[src/rtl/key_debouncer.sv]
`default_nettype none
// ============================================================================
//  Module      : key_debouncer
//  Description : Multi-channel push-button debouncer. Each active-low raw key
//                is synchronised, inverted to active-high and filtered by a
//                four-state FSM. The FSM produces a registered debounced
//                level, press/release strobes and a one-shot long-press
//                strobe.
//  Ports       :
//     clk             - system clock, rising edge
//     resetN          - asynchronous active-low reset
//     keyN            - raw keys, asynchronous, active-low (0 = pressed)
//     keyIsPressed    - debounced level, 1 while the key is accepted as pressed
//     keyPressPulse   - one-cycle strobe on an accepted press
//     keyReleasePulse - one-cycle strobe on an accepted release
//     keyLongPress    - one-cycle strobe once the key is held LONG_PRESS_CYCLES
//  Revision    : 1.0  initial release
// ============================================================================
module key_debouncer #(
   parameter int NUM_KEYS          = 4,
   parameter int DEBOUNCE_CYCLES   = 500000,
   parameter int LONG_PRESS_CYCLES = 50000000
) (
   input  logic                clk,
   input  logic                resetN,
   input  logic [NUM_KEYS-1:0] keyN,
   output logic [NUM_KEYS-1:0] keyIsPressed,
   output logic [NUM_KEYS-1:0] keyPressPulse,
   output logic [NUM_KEYS-1:0] keyReleasePulse,
   output logic [NUM_KEYS-1:0] keyLongPress
);

   localparam int c_DEB_W  = $clog2(DEBOUNCE_CYCLES) + 1;
   localparam int c_HOLD_W = $clog2(LONG_PRESS_CYCLES) + 1;

   localparam logic [c_DEB_W-1:0]  c_DEB_ZERO  = '0;
   localparam logic [c_DEB_W-1:0]  c_DEB_ONE   = c_DEB_W'(1);
   localparam logic [c_DEB_W-1:0]  c_DEB_LAST  = c_DEB_W'(DEBOUNCE_CYCLES - 1);
   localparam logic [c_HOLD_W-1:0] c_HOLD_ZERO = '0;
   localparam logic [c_HOLD_W-1:0] c_HOLD_ONE  = c_HOLD_W'(1);
   localparam logic [c_HOLD_W-1:0] c_HOLD_MAX  = c_HOLD_W'(LONG_PRESS_CYCLES);

   typedef enum logic [1:0] {
      S_RELEASED   = 2'd0,
      S_PRESS_PEND = 2'd1,
      S_PRESSED    = 2'd2,
      S_REL_PEND   = 2'd3
   } state_t;

   generate
      for (genvar g = 0; g < NUM_KEYS; g++) begin : g_chan
         logic                r_sync1;
         logic                r_sync2;
         logic                w_pressed;
         state_t              r_state;
         state_t              w_state_next;
         logic [c_DEB_W-1:0]  r_deb;
         logic [c_DEB_W-1:0]  w_deb_next;
         logic [c_HOLD_W-1:0] r_hold;
         logic [c_HOLD_W-1:0] w_hold_next;
         logic                r_is_pressed;
         logic                r_press_pulse;
         logic                r_rel_pulse;
         logic                r_long;
         logic                w_is_pressed;
         logic                w_press_pulse;
         logic                w_rel_pulse;
         logic                w_long;

         // Two-flop synchroniser; resets to the released (high) level so a
         // key held through reset is debounced afresh.
         always_ff @(posedge clk or negedge resetN) begin
            if (!resetN) begin
               r_sync1 <= 1'b1;
               r_sync2 <= 1'b1;
            end else begin
               r_sync1 <= keyN[g];
               r_sync2 <= r_sync1;
            end
         end

         assign w_pressed = ~r_sync2;

         always_ff @(posedge clk or negedge resetN) begin
            if (!resetN) begin
               r_state       <= S_RELEASED;
               r_deb         <= c_DEB_ZERO;
               r_hold        <= c_HOLD_ZERO;
               r_is_pressed  <= 1'b0;
               r_press_pulse <= 1'b0;
               r_rel_pulse   <= 1'b0;
               r_long        <= 1'b0;
            end else begin
               r_state       <= w_state_next;
               r_deb         <= w_deb_next;
               r_hold        <= w_hold_next;
               r_is_pressed  <= w_is_pressed;
               r_press_pulse <= w_press_pulse;
               r_rel_pulse   <= w_rel_pulse;
               r_long        <= w_long;
            end
         end

         always_comb begin
            w_state_next = r_state;
            w_deb_next   = r_deb;
            w_hold_next  = r_hold;
            case (r_state)
               S_RELEASED: begin
                  if (w_pressed) begin
                     w_state_next = S_PRESS_PEND;
                     w_deb_next   = c_DEB_ZERO;
                  end
               end
               S_PRESS_PEND: begin
                  if (!w_pressed) begin
                     w_state_next = S_RELEASED;
                     w_deb_next   = c_DEB_ZERO;
                     w_hold_next  = c_HOLD_ZERO;
                  end else if (r_deb == c_DEB_LAST) begin
                     w_state_next = S_PRESSED;
                     w_deb_next   = c_DEB_ZERO;
                     w_hold_next  = c_HOLD_ZERO;
                  end else begin
                     w_deb_next   = r_deb + c_DEB_ONE;
                  end
               end
               S_PRESSED: begin
                  // Hold time accrues only while firmly pressed and
                  // saturates so the long-press strobe cannot repeat.
                  if (r_hold != c_HOLD_MAX) begin
                     w_hold_next = r_hold + c_HOLD_ONE;
                  end
                  if (!w_pressed) begin
                     w_state_next = S_REL_PEND;
                     w_deb_next   = c_DEB_ZERO;
                  end
               end
               S_REL_PEND: begin
                  // A pressed sample here is release bounce: return to
                  // PRESSED keeping the hold count so no event repeats.
                  if (w_pressed) begin
                     w_state_next = S_PRESSED;
                     w_deb_next   = c_DEB_ZERO;
                  end else if (r_deb == c_DEB_LAST) begin
                     w_state_next = S_RELEASED;
                     w_deb_next   = c_DEB_ZERO;
                     w_hold_next  = c_HOLD_ZERO;
                  end else begin
                     w_deb_next   = r_deb + c_DEB_ONE;
                  end
               end
               default: begin
                  w_state_next = S_RELEASED;
                  w_deb_next   = c_DEB_ZERO;
                  w_hold_next  = c_HOLD_ZERO;
               end
            endcase
         end

         // Outputs are decoded from the next state so that, once registered,
         // they line up with the state register.
         always_comb begin
            w_is_pressed  = (w_state_next == S_PRESSED) || (w_state_next == S_REL_PEND);
            w_press_pulse = (r_state == S_PRESS_PEND) && (w_state_next == S_PRESSED);
            w_rel_pulse   = (r_state == S_REL_PEND)   && (w_state_next == S_RELEASED);
            w_long        = (w_hold_next == c_HOLD_MAX) && (r_hold != c_HOLD_MAX);
         end

         assign keyIsPressed[g]    = r_is_pressed;
         assign keyPressPulse[g]   = r_press_pulse;
         assign keyReleasePulse[g] = r_rel_pulse;
         assign keyLongPress[g]    = r_long;
      end
   endgenerate

endmodule
`default_nettype wire

[config.mk]
export PLATFORM = sky130hd
export DESIGN_NAME = key_debouncer
export DESIGN_NICKNAME = d
export VERILOG_FILES = /design/src/rtl/key_debouncer.sv
export SDC_FILE = /design/constraint.sdc
export NUM_CORES = 1
export LEC_CHECK = 0
export CORE_MARGIN = 2
export CORE_UTILIZATION = 42
export CTS_CLUSTER_SIZE = 12
export DETAILED_ROUTE_END_ITERATION = 7
export HOLD_SLACK_MARGIN = 0.05
export PLACE_DENSITY_LB_ADDON = 0.15
export SLEW_MARGIN = 20
export SYNTH_ARGS = -nofsm -noshare
export SYNTH_HDL_FRONTEND = slang
export SYNTH_SLANG_ARGS = --single-unit
[constraint.sdc]
create_clock -name clk -period 4.46 [get_ports clk]
set_input_delay 0.669 -clock clk [delete_from_list [all_inputs] [get_ports clk]]
set_output_delay 0.669 -clock clk [all_outputs]
set_load 0.05 [all_outputs]
Word level (Yosys, flattened, before mapping) --
Cells that the tools add are included.
Cells by class: add/sub/neg operators 8, equality and inequality tests 40, mux-type cells 72, reductions and logical operators 28
Operator list (count):
- $mux 27 | 16
- $mux 20 | 20
- $pmux 27 s3 | 4
- $pmux 20 s4 | 4
- $add 27x1->27 const B | 4
- $eq 27x26->1 const B | 4
- $ne 27x26->1 const B | 4
- $add 20x1->20 const B | 4
- $eq 20x19->1 const B | 4
- $mux 2 | 24
- $eq 2x2->1 const B | 16
- $pmux 2 s4 | 4
- $logic_not 2->1 | 8
- $ne 2x2->1 const B | 8
- $logic_and 1x1->1 | 12
- $eq 2x1->1 const B | 4
- $reduce_and 2->1 | 4
- $logic_or 1x1->1 | 4
Storage, ports and cells: flip-flop bits (word level) 220, input port bits 6, output and inout bits 16, logic and storage cells 184

Longest topological paths before layout --
Gate-level depths: netlist (run 1).
depth after elaboration 6, gate-level depth with buffers 11, mapped depth without buffers 10

Worst setup path before layout (run 1) --
OpenSTA, ideal clock, no wires.
path kind register -> register, from reg g_chan[2].r_hold[1], to reg g_chan[2].r_long, data arrival time 2766 ps, slack 1621 ps, stages on the path, launching flop included 10, path buffers 0, cell sequence dfrtp_1 -> ha_1 -> nand4_1 -> nor3_1 -> nand4_1 -> o211a_1 -> a211o_1 -> or4_1 -> or4_1 -> nor2_1
On the way: longest elaborated chain between the ends 5
Ends and longest elaborated chain:
- start, declared | line 59 | logic [c_HOLD_W-1:0] r_hold;
- start signal, assigned | line 88 | r_hold <= c_HOLD_ZERO;
- start signal, assigned | line 96 | r_hold <= w_hold_next;
- $add 27x1->27 or $ne 27x26->1 (tied branches) | line 132, 131
- $mux 27 * | line 131 | if (r_hold != c_HOLD_MAX) begin
- $pmux 27 s3 * | line 108 | case (r_state)
- via g_chan[2].w_hold_next[24] | line 60 | logic [c_HOLD_W-1:0] w_hold_next;
- $eq 27x26->1 * | line 167 | w_long = (w_hold_next == c_HOLD_MAX) && (r_hold != c_HOLD_MAX);
- $logic_and 1x1->1 * | line 167
- via g_chan[2].w_long | line 68 | logic w_long;
- end signal, assigned | line 100 | r_long <= w_long;
- end, declared | line 64 | logic r_long;
The timed path passes the listed nets; every way through them passes the cells marked *. A chain may end at the register's enable or synchronous reset.

==> results.cfg, run 1 <==
[critical_path]
critPathMaxStageDelay_ns = 0.74
start_kind = flip-flop
slowest_stage = dfrtp_1
critPathArrivalTime_ns = 3.99
cp_max_fo = 23
crit_family = simple AND/OR/NAND/NOR gates
critPathKind = flip-flop to flip-flop
critical_path_buf_inv_count = 0
crit_chain = nand2b_1, o21ai_0, nor2_1, a211o_1, or4_1, or4_1, nor2_1
endpoint_kind = flip-flop
worstPathRequired_ns = 4.91

[timing]
hold_violations = 0
setup_tns_ns = 0
max_freq_mhz = 282
max_slew_margin_pct = 29.8
slew_viol_final = 0
finalCritPeriodShare_pct = 79.4
setup_viol = 0
grt_setup_unrepaired = no
finalWorstPathRequiredPeriod_ns = 3.54
tightest_slew_ns = 1.05
clock_skew_ns = 0.0170

[synthesis]
syn-instance-count = 1481
synth_edf_count = 0
synth_ff_type = dfrtp_1
synth_top_cell_by_area = dfrtp_1
synth_area_leaders = dfrtp_1, o21ai_0, nand2_1
synth_nets = 1499
synth_top_cell_area_share_pct = 41.5
synth_area_um2 = 12700
synth.avg_cell_area_um2 = 8.60
synthDistinctLibCells = 83
async_flop_share_pct = 100
yosysSeqAreaShare_pct = 43.1
yosysWarnings = 0
ys_ff_latch = 219

[power_and_ir_drop]
powerDensity_nw_per_um2 = 317
p_leak_nw = 5.71
ir_worst_vdd_mv = 0.266

[final_layout]
synthToLayoutAreaGrowth_pct = 10.3
drive_gt1_share_pct = 6.84
final-seq-area_um2 = 5490
most-common-layout-cells = dfrtp_1, o21ai_0, nand2_1
fill_cells = 2807
layout_commonest_cell = dfrtp_1
stdcell_count = 1866
antenna_cells = 0
finalNetCount = 1474
multiInputGateArea_um2 = 6670

[drt]
wirelength_um = 31300
first_iter_violations = 883
drc = 0
vias = 11100
wl_per_cell_um = 16.7
drt-vias-per-instance = 5.94
antenna_left = 0
drt-pass1-iter-count = 5

[outcome]
status = complete, no violations

[place]
port_buffers = 21
gp_congestion = 0.898
dp_cells = 1817
dp_hpwl_um = 21300

[run]
maxCapViolCount = 0

[grt]
track_usage_pct = 20.0
gr-total-overflow = 0
grt_pass1_wl_um = 52900
grt_start_max_net_pins = 102
grt_pass1_vias = 10500
antenna_found_initial = 0

[cts]
cts.root.buffer_cell = clkbuf_16
clock-sinks = 219
cts_setup_buffers = 0
cts_tree = done
cts_buffer_depth = 3
cts_resized = 0
cts_max_level = 1
ctsHoldBuffers = 0
clk_latency_ns = 0.54
numCtsBuffers = 27
path_clk_slew_ns = 0.06

[floorplanning]
die_w_um = 178
start_util_pct = 42.8
dieArea_um2 = 31700
rows = 63
pin_count = 22
die_y_um = 178
core_um2 = 29700

[min_path]
min_path_type = input pin to async pin
[per-stage QoR]
| step | setup WS (ns) | area (um2) | utilization, % | total power [mW] | hold WS [ns] |
|---|---|---|---|---|---|
| final | 0.918 | 14000 | 47.2 | 4.46 | 0.154 |
| after CTS | 0.961 | 14000 | 47.2 | 4.53 | 0.202 |
| after detailed placement | 0.991 | 13100 | 44.1 | 2.22 | 0.347 |
| after global placement | 1.07 | 13100 | 44.0 | 2.22 | 0.346 |
| after global routing | 0.684 | 14000 | 47.2 | 4.63 | 0.221 |
| after floorplan | 1.62 | 12700 | - | 2.14 | 0.345 |
[final timing paths]
path / startpoint / to / slack, ns / cells after the start
worst min-delay path: resetN / g_chan[2].r_hold[21] / 0.15 / 1
worst min register to register: g_chan[3].r_sync1 / g_chan[3].r_sync2 / 0.36 / 0
worst max-delay path: g_chan[2].r_is_pressed / g_chan[2].r_long / 0.92 / 7
min in group clk: g_chan[3].r_sync1 / g_chan[3].r_sync2 / 0.36 / 0
worst max register to register: g_chan[2].r_is_pressed / g_chan[2].r_long / 0.92 / 7
max in group asynchronous: resetN / g_chan[0].r_sync1 / 3.12 / 2
[cells by family after synthesis]
logic type	synth area share (%)
simple gates	28.8
buf+inv	4.60
fa+ha+maj	1.18
xor+xnor	3.02
mux	0.255
flops	43.1
compound gates	19.0
[cells in the mapped netlist, types with 7 or more instances]
| library cell | number |
|---|---|
| a21o_1 | 14 |
| a21oi_1 | 31 |
| a22o_1 | 9 |
| a31oi_1 | 30 |
| and2_1 | 22 |
| and3_1 | 48 |
| and4_1 | 18 |
| buf_4 | 19 |
| clkbuf_1 | 57 |
| dfrtp_1 | 211 |
| dfstp_2 | 8 |
| ha_1 | 12 |
| inv_1 | 41 |
| nand2_1 | 161 |
| nand2b_1 | 12 |
| nand3_1 | 75 |
| nand4_1 | 65 |
| nor2_1 | 136 |
| nor2b_1 | 12 |
| nor3_1 | 39 |
| nor4_1 | 27 |
| nor4b_1 | 22 |
| o21ai_0 | 176 |
| o22ai_1 | 10 |
| o31ai_1 | 27 |
| or2_2 | 7 |
| or3_1 | 9 |
| or4_1 | 10 |
| xnor2_1 | 18 |
| xor2_1 | 24 |
[sequential cells by signal, summed over array words and instances (netlist names)]
register              flops
g_chan.r_deb             80
g_chan.r_hold           108
g_chan.r_is_pressed       4
g_chan.r_long             4
g_chan.r_press_pulse      4
g_chan.r_rel_pulse        4
g_chan.r_state            7
g_chan.r_sync1            4
g_chan.r_sync2            4
[final cells by class]
type,instances,area share [%]
clock buffer,41,5.83
clock inverter,8,0.865
sequential,219,39.1
tap,390,3.48
inverter,41,1.10
timing repair buffer,32,2.12
multi-input combinational,1135,47.5
[metal layers]
layer / share of wire, % / global-route usage [%] / wire (um)
met1: 49 / 28.5 / 15200
met2: 45 / 31.9 / 14100
met3: 3.7 / 2.24 / 1170
met4: 2.4 / 6.22 / 762
met5: 0 / 0 / 0
[power by group]
group | total [mW] | internal [mW] | switching (mW)
clock network | 2.28 | 1.43 | 0.844
logic | 0.162 | 0.0412 | 0.121
registers | 2.02 | 2.00 | 0.0158
Note: power is estimated with default switching activity, not from simulation.
==> run 2, diff against run 1 <==
Clock period 4.46 ns to 3.11 ns, I/O delays scaled along.
==> results.cfg, run 2 (synthesized netlist as in run 1, its figures left out) <==
[run]
maxCapViolCount = 0

[outcome]
status = complete, no violations

[critical_path]
critPathArrivalTime_ns = 3.48
endpoint = g_chan[2].r_long
critPathKind = flip-flop to flip-flop
r2r-start = g_chan[2].r_hold[0]
cp_max_fo = 5
crit_start = g_chan[2].r_hold[0]
reg2reg_slack_ns = 0.08
endpoint_kind = flip-flop
start_kind = flip-flop
r2r_end = g_chan[2].r_long
worstPathRequired_ns = 3.57
r2r_cells = 9

[timing]
max_slew_margin_pct = 49.4
fin_ws_ns = 0.0850
finalCritPeriodShare_pct = 97.3
setup_viol = 0
clock_skew_ns = 0.0150
hold_violations = 0
finalWorstPathRequiredPeriod_ns = 3.03
slew_viol_final = 0
max_freq_mhz = 331
grt_setup_unrepaired = yes
tightest_slew_ns = 0.753

[min_path]
min_from = keyN[2]
min_path_type = input pin to flip-flop

[floorplanning]
pin_count = 22
dieArea_um2 = 31700
core_um2 = 29700
die_w_um = 178
rows = 63
die_y_um = 178
start_util_pct = 42.8

[cts]
cts_buffer_depth = 3
numCtsBuffers = 26
cts_max_level = 1
cts_tree = done
clock-sinks = 219
clk_latency_ns = 0.53
cts.root.buffer_cell = clkbuf_16
path_clk_slew_ns = 0.06

[drt]
drt-vias-per-instance = 5.85
wirelength_um = 32300
drt-pass1-iter-count = 7
antenna_left = 0
wl_per_cell_um = 16.5
first_iter_violations = 838
drc = 0
vias = 11400

[final_layout]
synthToLayoutAreaGrowth_pct = 15.6
largest_reg_flops = 108
layout_commonest_cell = dfrtp_1
final-seq-area_um2 = 5490
top_regs = g_chan.r_hold x108, g_chan.r_deb x80, g_chan.r_state x7
largest_register = g_chan.r_hold
antenna_cells = 0
multiInputGateArea_um2 = 6770
drive_gt1_share_pct = 12.7
finalNetCount = 1562
most-common-layout-cells = dfrtp_1, o21ai_0, nand2_1
fill_cells = 2776

[power_and_ir_drop]
powerDensity_nw_per_um2 = 412
power_mw = 6.07
ir_worst_vdd_mv = 0.366
p_leak_nw = 6.11

[place]
port_buffers = 21
dp_hpwl_um = 22600
dp_slack_ns = -0.0119
gp_congestion = 0.865

[grt]
grt_start_max_net_pins = 71
grt_pass1_vias = 10800
antenna_found_initial = 0
gr-total-overflow = 0
track_usage_pct = 20.6
grt_pass1_wl_um = 54200
run 2: changes by cell type in the layout (fill, tap and decap cells not counted), sizes merged:
cell	delta
inv	-1
bufinv	-3
dlygate4sd3	+1
buf	+88
clkbuf	+3
run 2: final cells by class:
cell class,count,area share [%]
repair buffers,121,6.75
well taps,390,3.32
clock buffers,44,5.43
flip-flops and latches,219,37.3
clock inverters,4,0.153
multi-input cells,1135,46.0
inverters,41,1.05
run 2: how the worst min path moves through the flow:
stage / endpoint / depth (start not counted) / slack [ns]
final: g_chan[2].r_sync1 / 1 / 0.34
after global routing: g_chan[3].r_sync1 / 1 / 0.31
after CTS: g_chan[2].r_sync1 / 1 / 0.32
after detailed placement: g_chan[1].r_sync2 / 0 / 0.35
after global placement: g_chan[3].r_sync2 / 0 / 0.35
after floorplan: g_chan[0].r_deb[0] / 0 / 0.17
run 2: per-layer routing:
layer  wire, um  global-route usage, %  vias to the layer above
li1           -                      -                     5603
met1      15700                   28.9                     5542
met2      14800                   33.9                      241
met3       1270                   2.60                       41
met4        556                   4.82                        0
met5          0                      0                        -
run 2: per-stage QoR:
| step | cell area (um2) | utilization, % | setup TNS (ns) | instances | hold WS, ns |
|---|---|---|---|---|---|
| 6_report | 14700 | 49.5 | 0 | 1954 | 0.342 |
| 5_1_grt | 14700 | 49.5 | -0.0345 | 1954 | 0.311 |
| 4_1_cts | 14600 | 49.1 | 0 | 1951 | 0.318 |
| 3_5_place_dp | 13800 | 46.3 | -0.0119 | 1902 | 0.347 |
| 3_3_place_gp | 13700 | 46.3 | 0 | 1902 | 0.346 |
| 2_1_floorplan | 12700 | - | 0 | 1481 | 0.171 |
run 2: timing repair:
action / in CTS / in global routing
buffers inserted: 0 / 3
gates resized for setup: 1 / 22
endpoints found under the setup margin: 1 / 3
hold endpoints to repair: 59 / 0
cloned: 0 / 0
hold buffers: 1 / 0
pin swaps: 1 / 10
run 2: worst max-delay path: stages, from the launching register on:
cell and delay, ns:
dfrtp_1 0.36, ha_2 0.19, nand4_1 0.19, or4_4 0.62
o31ai_4 0.23, a211oi_1 0.10, a21o_2 0.20, or4_1 0.52
or4_1 0.42, nor2_1 0.11
run 2: power breakdown:
part | internal [mW] | leakage, nW | switching (mW) | total [mW]
combinational | 0.0809 | 2.70 | 0.182 | 0.263
clock | 1.74 | 0.401 | 1.18 | 2.91
sequential | 2.87 | 3.01 | 0.0192 | 2.89
